**config.mk**
```make
export PLATFORM = sky130hd
export DESIGN_NAME = mul_result_stage
export DESIGN_NICKNAME = d
export VERILOG_FILES = /design/src/rtl/mul_result_stage.sv
export SDC_FILE = /design/constraint.sdc
export NUM_CORES = 1
export LEC_CHECK = 0
export ABC_AREA = 1
export CORE_ASPECT_RATIO = 2
export CORE_MARGIN = 1.5
export CORE_UTILIZATION = 48
export DETAILED_ROUTE_END_ITERATION = 6
export PLACE_DENSITY = 0.79
export SLEW_MARGIN = 0
export SYNTH_ARGS = -nofsm -noshare
export SYNTH_HDL_FRONTEND = slang
export SYNTH_SLANG_ARGS = --single-unit
```
**constraint.sdc**
```tcl
create_clock -name clk -period 2.05 [get_ports clk]
set_clock_uncertainty 0.05 [all_clocks]
set_input_delay 0.205 -clock clk [delete_from_list [all_inputs] [get_ports clk]]
set_output_delay 0.205 -clock clk [all_outputs]
set_load 0.02 [all_outputs]
```
**src/rtl/mul_result_stage.sv**
```systemverilog
// Result stage behind the 3-bit sign-magnitude multiplier. A small FIFO holds raw
// products, and the head entry is presented as two's complement, BCD and flags.
module mul_result_stage #(
    parameter int DEPTH   = 2,
    parameter int COUNT_W = 8
) (
    input  logic               clk,
    input  logic               rst_n,
    input  logic               P4,
    input  logic               P3,
    input  logic               P2,
    input  logic               P1,
    input  logic               P0,
    input  logic               in_valid,
    output logic               in_ready,
    output logic               out_valid,
    input  logic               out_ready,
    output logic [4:0]         res_tc,
    output logic               res_sign,
    output logic [3:0]         res_tens,
    output logic [3:0]         res_ones,
    output logic               ZF,
    output logic               EF,
    output logic               OF,
    output logic               ERR,
    output logic [COUNT_W-1:0] res_count
);

    localparam int AW = $clog2(DEPTH);
    localparam logic [AW:0]        PTR_ONE = {{AW{1'b0}}, 1'b1};
    localparam logic [COUNT_W-1:0] CNT_ONE = {{(COUNT_W-1){1'b0}}, 1'b1};

    logic [AW:0]        r_wr_ptr;
    logic [AW:0]        r_rd_ptr;
    logic [COUNT_W-1:0] r_count;
    logic [4:0]         r_mem [DEPTH];

    logic       w_full;
    logic       w_empty;
    logic       w_push;
    logic       w_pop;
    logic [4:0] w_head;
    logic [3:0] w_mag;

    // Extra wrap bit tells full (same index, different lap) from empty.
    assign w_full  = (r_wr_ptr[AW] != r_rd_ptr[AW]) &&
                     (r_wr_ptr[AW-1:0] == r_rd_ptr[AW-1:0]);
    assign w_empty = (r_wr_ptr == r_rd_ptr);

    assign in_ready  = !w_full;
    assign out_valid = !w_empty;
    assign w_push    = in_valid && !w_full;
    assign w_pop     = out_valid && out_ready;
    assign res_count = r_count;

    // NOTE: sequential state uses non-blocking assignments so every register
    // samples pre-edge values, independent of statement order.
    always_ff @(posedge clk or negedge rst_n) begin
        if (!rst_n) begin
            r_wr_ptr <= '0;
            r_rd_ptr <= '0;
            r_count  <= '0;
        end else begin
            if (w_push) begin
                r_wr_ptr <= r_wr_ptr + PTR_ONE;
            end
            if (w_pop) begin
                r_rd_ptr <= r_rd_ptr + PTR_ONE;
                r_count  <= r_count + CNT_ONE;
            end
        end
    end

    // NOTE: storage is not reset; the pointers alone define which entries are
    // live, and outputs are gated by out_valid.
    always_ff @(posedge clk) begin
        if (w_push) begin
            r_mem[r_wr_ptr[AW-1:0]] <= {P4, P3, P2, P1, P0};
        end
    end

    assign w_head = r_mem[r_rd_ptr[AW-1:0]];
    assign w_mag  = w_head[3:0];

    // NOTE: every output gets a default first so no path leaves a latch.
    always_comb begin
        res_tc   = 5'd0;
        res_sign = 1'b0;
        res_tens = 4'd0;
        res_ones = 4'd0;
        ZF       = 1'b0;
        EF       = 1'b0;
        OF       = 1'b0;
        ERR      = 1'b0;
        if (out_valid) begin
            res_sign = w_head[4] && (w_mag != 4'd0);
            res_tc   = w_head[4] ? (5'd0 - {1'b0, w_mag}) : {1'b0, w_mag};
            res_tens = (w_mag >= 4'd10) ? 4'd1 : 4'd0;
            res_ones = (w_mag >= 4'd10) ? (w_mag - 4'd10) : w_mag;
            ZF       = (w_mag == 4'd0);
            EF       = ~w_mag[0];
            OF       = w_mag[0];
            ERR      = (w_mag > 4'd9);
        end
    end

endmodule
```
==> results of run 1 <==
[path summary, 6_finish.rpt]
kind                         startpoint            to  slack, ps  depth (start not counted)
hold / removal                    rst_n  res_count[4]        250                          1
min in group clk                     P4   r_mem[1][4]        480                          1
max in group asynchronous         rst_n   r_rd_ptr[0]       1300                          1
setup reg to reg            r_rd_ptr[0]   r_mem[0][4]        290                          7
setup / recovery            r_rd_ptr[0]     res_tc[1]        -70                          7
hold reg to reg            res_count[7]  res_count[7]        490                          2
[flip-flops by register name, summed over array words and instances, names as in the netlist]
signal     flops
res_count      8
r_rd_ptr       2
r_mem         10
r_wr_ptr       2
[area by class of cell]
type,count,share of cell area
clock inverters,1,0.0161
flip-flops and latches,22,0.323
well taps,29,0.0195
repair buffers,46,0.213
clock buffers,3,0.0221
multi-input cells,116,0.351
inverters,26,0.0550
[synthesized netlist by cell type, drive strengths merged]
library cell and n:
nand2 60, inv 26, dfrtp 12, nor2 12
edfxtp 10, buf 9, nand3 9, o21ai 9
a21oi 6, ha 6, xnor2 4, xor2 3
nand4 2, and2 1, conb 1, nor3 1
[cell families after synthesis]
kind of cell    count (synthesis)
compound gates                 15
xor+xnor                        7
fa+ha+maj                       6
buf+inv                        35
flops                          22
other cells                     1
simple gates                   85
[what timing repair did]
action | CTS | global route
pin swaps | 2 | 6
endpoints found under the setup margin | 17 | 15
resized for setup | 43 | 24
buffers inserted | 0 | 2
[power groups by stage]
stage | registers [W] | logic [W] | clock network [W]
floorplan | 0.000784 | 0.00150 | 0
global placement | 0.000755 | 0.00240 | 0
detailed placement | 0.000762 | 0.00246 | 0
CTS | 0.000761 | 0.00227 | 0.000402
global route | 0.000780 | 0.00262 | 0.000418
finish | 0.000760 | 0.00240 | 0.000404
[per-layer routing]
layer  global-route usage  up-vias
met4                0.106        0
met2                0.445       43
met5                    0        -
li1                     -      602
met1                0.189      580
met3               0.0139        6
[metrics by stage]
stage	util	setup TNS (ps)	cell area (µm²)	hold WS (ps)
2_1_floorplan	-	0	1410	-141
6_report	0.673	-70.4	1870	247
3_5_place_dp	0.644	-1200	1780	463
4_1_cts	0.659	-60.6	1820	273
3_3_place_gp	0.644	-468	1780	448
5_1_grt	0.673	-680	1870	307
==> flow_metrics.tcl, run 1 <==
set metrics [dict create \
    synthXorXnorAreaFrac 0.0543 \
    hpwl_mm 2.36 \
    cp_slowest_stage_delay_ps 460 \
    route.final.wire_length_mm 3.25 \
    final_cell_mix "nand2_1, inv_1, buf_4" \
    clkSinkCount 22 \
    met2_wl_post_dr_mm 1.98 \
    synth_top_family_by_area "simple AND/OR/NAND/NOR gates" \
    area_share_of_fa_ha_maj_cells_after_synthesis 0.0534 \
    required_ps 1790 \
    pwr_density_cell_mw_per_mm2 1910 \
    n_fill_cell 241 \
    clkLatencyLatePin_ps 260 \
    setup_viol 1 \
    final_cycle_share 1.03 \
    drt-initial-drc-count 19 \
    crit_path_start_kind "flop" \
    overflow 0 \
    floorplan.die_area_mm2 0.00328 \
    intPower_w 0.00184 \
    critical_path.top_delay_family "buffers and inverters" \
    initial_utilization 0.508 \
    ios 37 \
    post_synth_design_cell_area_mm2 0.00141 \
    cts_inserted_buffers 3 \
    detailroute.wirelength.met3_um 131 \
    crit_slowest_cell "dfrtp_2" \
    wirelength_met1_mm 1.08 \
    run_status "finished with violations" \
    layout_commonest_cell "nand2_1" \
    nNetsFinal 230 \
    synth.mux.area_fraction 0 \
    timing.setup.critical_path_class "reg -> out" \
    die-height_um 79.6 \
    cts_buffer_depth 2 \
    worstHoldPathType "in -> async" \
    max_cap_viol_count 0 \
    ir_drop_uv 1160 \
    yosys-top-cells-area "dfrtp_1, edfxtp_1, nand2_1" \
    hold_viol_final 0 \
    worstPathCellList "clkinv_4 > buf_4 > nand2_1 > nand2_1 > o21ai_0 > nor2_1 > clkdlybuf4s15_2" \
    path_common_cell "nand2_1" \
    post_synth_num_cell_types 25 \
    final.min_clock_period_ps 2120 \
    critical_path_arrival_ps 1870 \
    detail_route.drc_violations 0 \
    post_layout_instance_count_excluding_filler_cells 243 \
    rsz0062_at_grt "yes" \
    placed_cell_count 237 \
    synth.largest_area_cell "dfrtp_1" \
    post_synth_inst_count 171 \
    clock_tree_from_tritoncts "done" \
    coreArea_mm2 0.00277 \
    violations_in_the_final_reports "negative setup slack" \
    row_count 27 \
    drtAntennaViolNets 0 \
    synth.avg_cell_area_um2 8.22 \
    synthesis.yosys.warnings 0 \
    insertedDiodeCount 0 \
    pwr-share-seq 0.213 \
    critical_path.max_fanout 7 \
    synth_seq_area_share 0.427 \
    first_pass_grt_wire_length_mm 5.11 \
    worst_pin_slew_ps 564 \
    vias 1231 \
    p_clk_frac 0.113 \
    drive_gt1_frac 0.257 \
    gpl.final_weighted_congestion 0.780 \
    post_synth_and_or_nand_nor_area_fraction 0.275 \
    antenna_violations_before_repair 0 \
    power.net_switching_w 0.00172 \
    switching_share 0.483 \
    crit_path_end_kind "output pin" \
    clock_transition_at_path_regs_ps 80 \
    port_buffer_count 33 \
    combPwrFrac 0.673 \
    cp.buffers_inverters 3 \
    max_slew_margin 0.623 \
    maximum_number_of_pins_on_one_net_before_global_route_repair 14 \
    viasPerCell 5.07 \
    clock.fmax_ghz 0.472 \
    post-layout-total-power_w 0.00356 \
    dr.pass1.iters 4 \
    post-place-ws_ps -168 \
    fp.dieW_um 41.3 \
    synth_compound_gate_area_share 0.0587 \
    post-synth-top-area-fraction 0.214 \
    multi_input_comb_area_um2 656 \
    timing.final.max_slew_violations 0 \
    yosys_register_bits 22 \
    p_leak_nw 0.964 \
    wl_per_cell_um 13.4 \
    area_growth_from_synthesis_to_final_layout_pct 32.7 \
    top_signal_layer_used "met4" \
    storage_cell_area_um2 602 \
    vias_in_the_first_global_route 1301 \
    cts.root.buffer_cell "clkbuf_8" \
    global_route.usage.total 0.225 \
    cts_h_tree_depth 1 \
    post_cts_hold_buffer_count 0 \
    post-route-worst-setup-slack_ps -70.4 \
]
Note: power is estimated with default switching activity, not from simulation.
==> inputs of run 2 (changes only) <==
- CORE_ASPECT_RATIO: 2 -> 1.4
==> flow_metrics.tcl, run 2 (synthesis results as in run 1) <==
set metrics [dict create \
    run_status "finished with violations" \
    violations_in_the_final_reports "negative setup slack" \
    final_cell_mix "nand2_1, inv_1, clkdlybuf4s50_1" \
    placed_cell_count 243 \
    worst_pin_slew_ps 550 \
    antenna_violations_before_repair 0 \
    n_fill_cell 236 \
    pwr_density_cell_mw_per_mm2 1980 \
    post-route-worst-setup-slack_ps -53.4 \
    clkLatencyLatePin_ps 270 \
    die-height_um 67.0 \
    rsz0062_at_grt "yes" \
    critical_path.max_fanout 5 \
    intPower_w 0.00197 \
    detail_route.drc_violations 0 \
    vias 1244 \
    post-place-ws_ps -157 \
    worstHoldPathType "in -> async" \
    ios 37 \
    hold_viol_final 0 \
    crit_path_end_kind "output pin" \
    multi_input_comb_area_um2 763 \
    layout_commonest_cell "nand2_1" \
    timing.setup.critical_path_class "reg -> out" \
    crit_path_start_kind "flop" \
    largest_register_ff_count 10 \
    clkSinkCount 22 \
    power.net_switching_w 0.00193 \
    cts.root.buffer_cell "clkbuf_8" \
    switching_share 0.495 \
    timing.final.max_slew_violations 0 \
    wl_per_cell_um 14.2 \
    area_growth_from_synthesis_to_final_layout_pct 40.3 \
    critical_path_arrival_ps 1850 \
    clock_tree_from_tritoncts "done" \
    cts_inserted_buffers 3 \
    clock_transition_at_path_regs_ps 80 \
    drtAntennaViolNets 0 \
    final.min_clock_period_ps 2100 \
    clock.fmax_ghz 0.475 \
    hpwl_mm 2.38 \
    initial_utilization 0.499 \
    vias_in_the_first_global_route 1203 \
    dr.pass1.iters 4 \
    first_pass_grt_wire_length_mm 5.20 \
    drive_gt1_frac 0.333 \
    overflow 0 \
    port_buffer_count 33 \
    maximum_number_of_pins_on_one_net_before_global_route_repair 14 \
    pwr-share-seq 0.196 \
    coreArea_mm2 0.00282 \
    gpl.final_weighted_congestion 0.814 \
    floorplan.die_area_mm2 0.00327 \
    required_ps 1790 \
    ir_drop_uv 1290 \
    fp.dieW_um 48.7 \
    max_slew_margin 0.632 \
    setup_viol 2 \
    route.final.wire_length_mm 3.55 \
    nNetsFinal 229 \
    combPwrFrac 0.700 \
    post_layout_instance_count_excluding_filler_cells 250 \
    max_cap_viol_count 0 \
    drt-initial-drc-count 26 \
    cts_buffer_depth 2 \
    final_cycle_share 1.03 \
    p_clk_frac 0.104 \
    insertedDiodeCount 0 \
    row_count 23 \
    viasPerCell 4.98 \
    setup-tns-final_ps -61.7 \
    global_route.usage.total 0.207 \
    cts_h_tree_depth 1 \
    storage_cell_area_um2 602 \
    p_leak_nw 0.975 \
]
run 2: cell type report:
type,instances,share of cell area
clock buffer,3,0.0209
clock inverter,1,0.0152
inverter,26,0.0533
multi-input combinational,116,0.387
sequential,22,0.305
tap,37,0.0235
timing repair buffer,45,0.195
run 2: repair_timing:
| item | 4_1_cts | 5_1_grt |
|---|---|---|
| setup buffers | 2 | 2 |
| gates cloned | 0 | 0 |
| endpoints found under the setup margin | 17 | 16 |
| pin swaps | 1 | 12 |
| gates resized for setup | 56 | 51 |
| hold buffers | 0 | 0 |
run 2: worst paths after layout:
kind,to,slack (ps),from,depth (start not counted)
worst min-delay path,res_count[0],240,rst_n,1
worst max-delay path,res_ones[1],-50,r_rd_ptr[0],11
worst max register to register,r_mem[0][1],300,r_rd_ptr[0],7
min in group clk,r_mem[0][0],470,P0,1
worst min register to register,r_rd_ptr[1],480,r_rd_ptr[1],2
max in group asynchronous,r_rd_ptr[0],1320,rst_n,1
run 2: through the flow:
stage	hold slack [ps]	power [W]	utilization	cell area (µm²)
floorplan	-141	0.00229	-	1410
global placement	445	0.00311	0.631	1780
detailed placement	463	0.00322	0.631	1780
CTS	255	0.00350	0.653	1840
global route	292	0.00414	0.700	1970
finish	241	0.00390	0.700	1970
run 2: power groups by stage:
stage / sequential, W / combinational (W) / clock [W]
after floorplan: 0.000784 / 0.00150 / 0
after global placement: 0.000754 / 0.00236 / 0
after detailed placement: 0.000766 / 0.00245 / 0
after CTS: 0.000763 / 0.00233 / 0.000409
after global routing: 0.000782 / 0.00293 / 0.000429
final: 0.000764 / 0.00273 / 0.000405
run 2: per-layer routing:
layer | share of wire | global-route usage | vias to the layer above
met5 | 0 | 0 | -
met4 | 0.037 | 0.0929 | 0
met3 | 0.031 | 0.0247 | 15
met2 | 0.56 | 0.401 | 49
met1 | 0.37 | 0.223 | 578
li1 | - | - | 602
run 2: critical path, stage by stage (launching register included):
cell and delay (ps):
dfrtp_2 440, clkinv_4 100, nand2_2 80, nand2_2 70, buf_6 140, inv_4 50
ha_4 120, nand3_4 70, nand3_4 110, nand2_4 80, a21oi_2 170, buf_6 140
==> inputs of run 3 (changes only) <==
- HOLD_SLACK_MARGIN: default -> 0.06
==> results of run 3 <==
No change in the layout: final DEF, timing and power equal those of run 2.
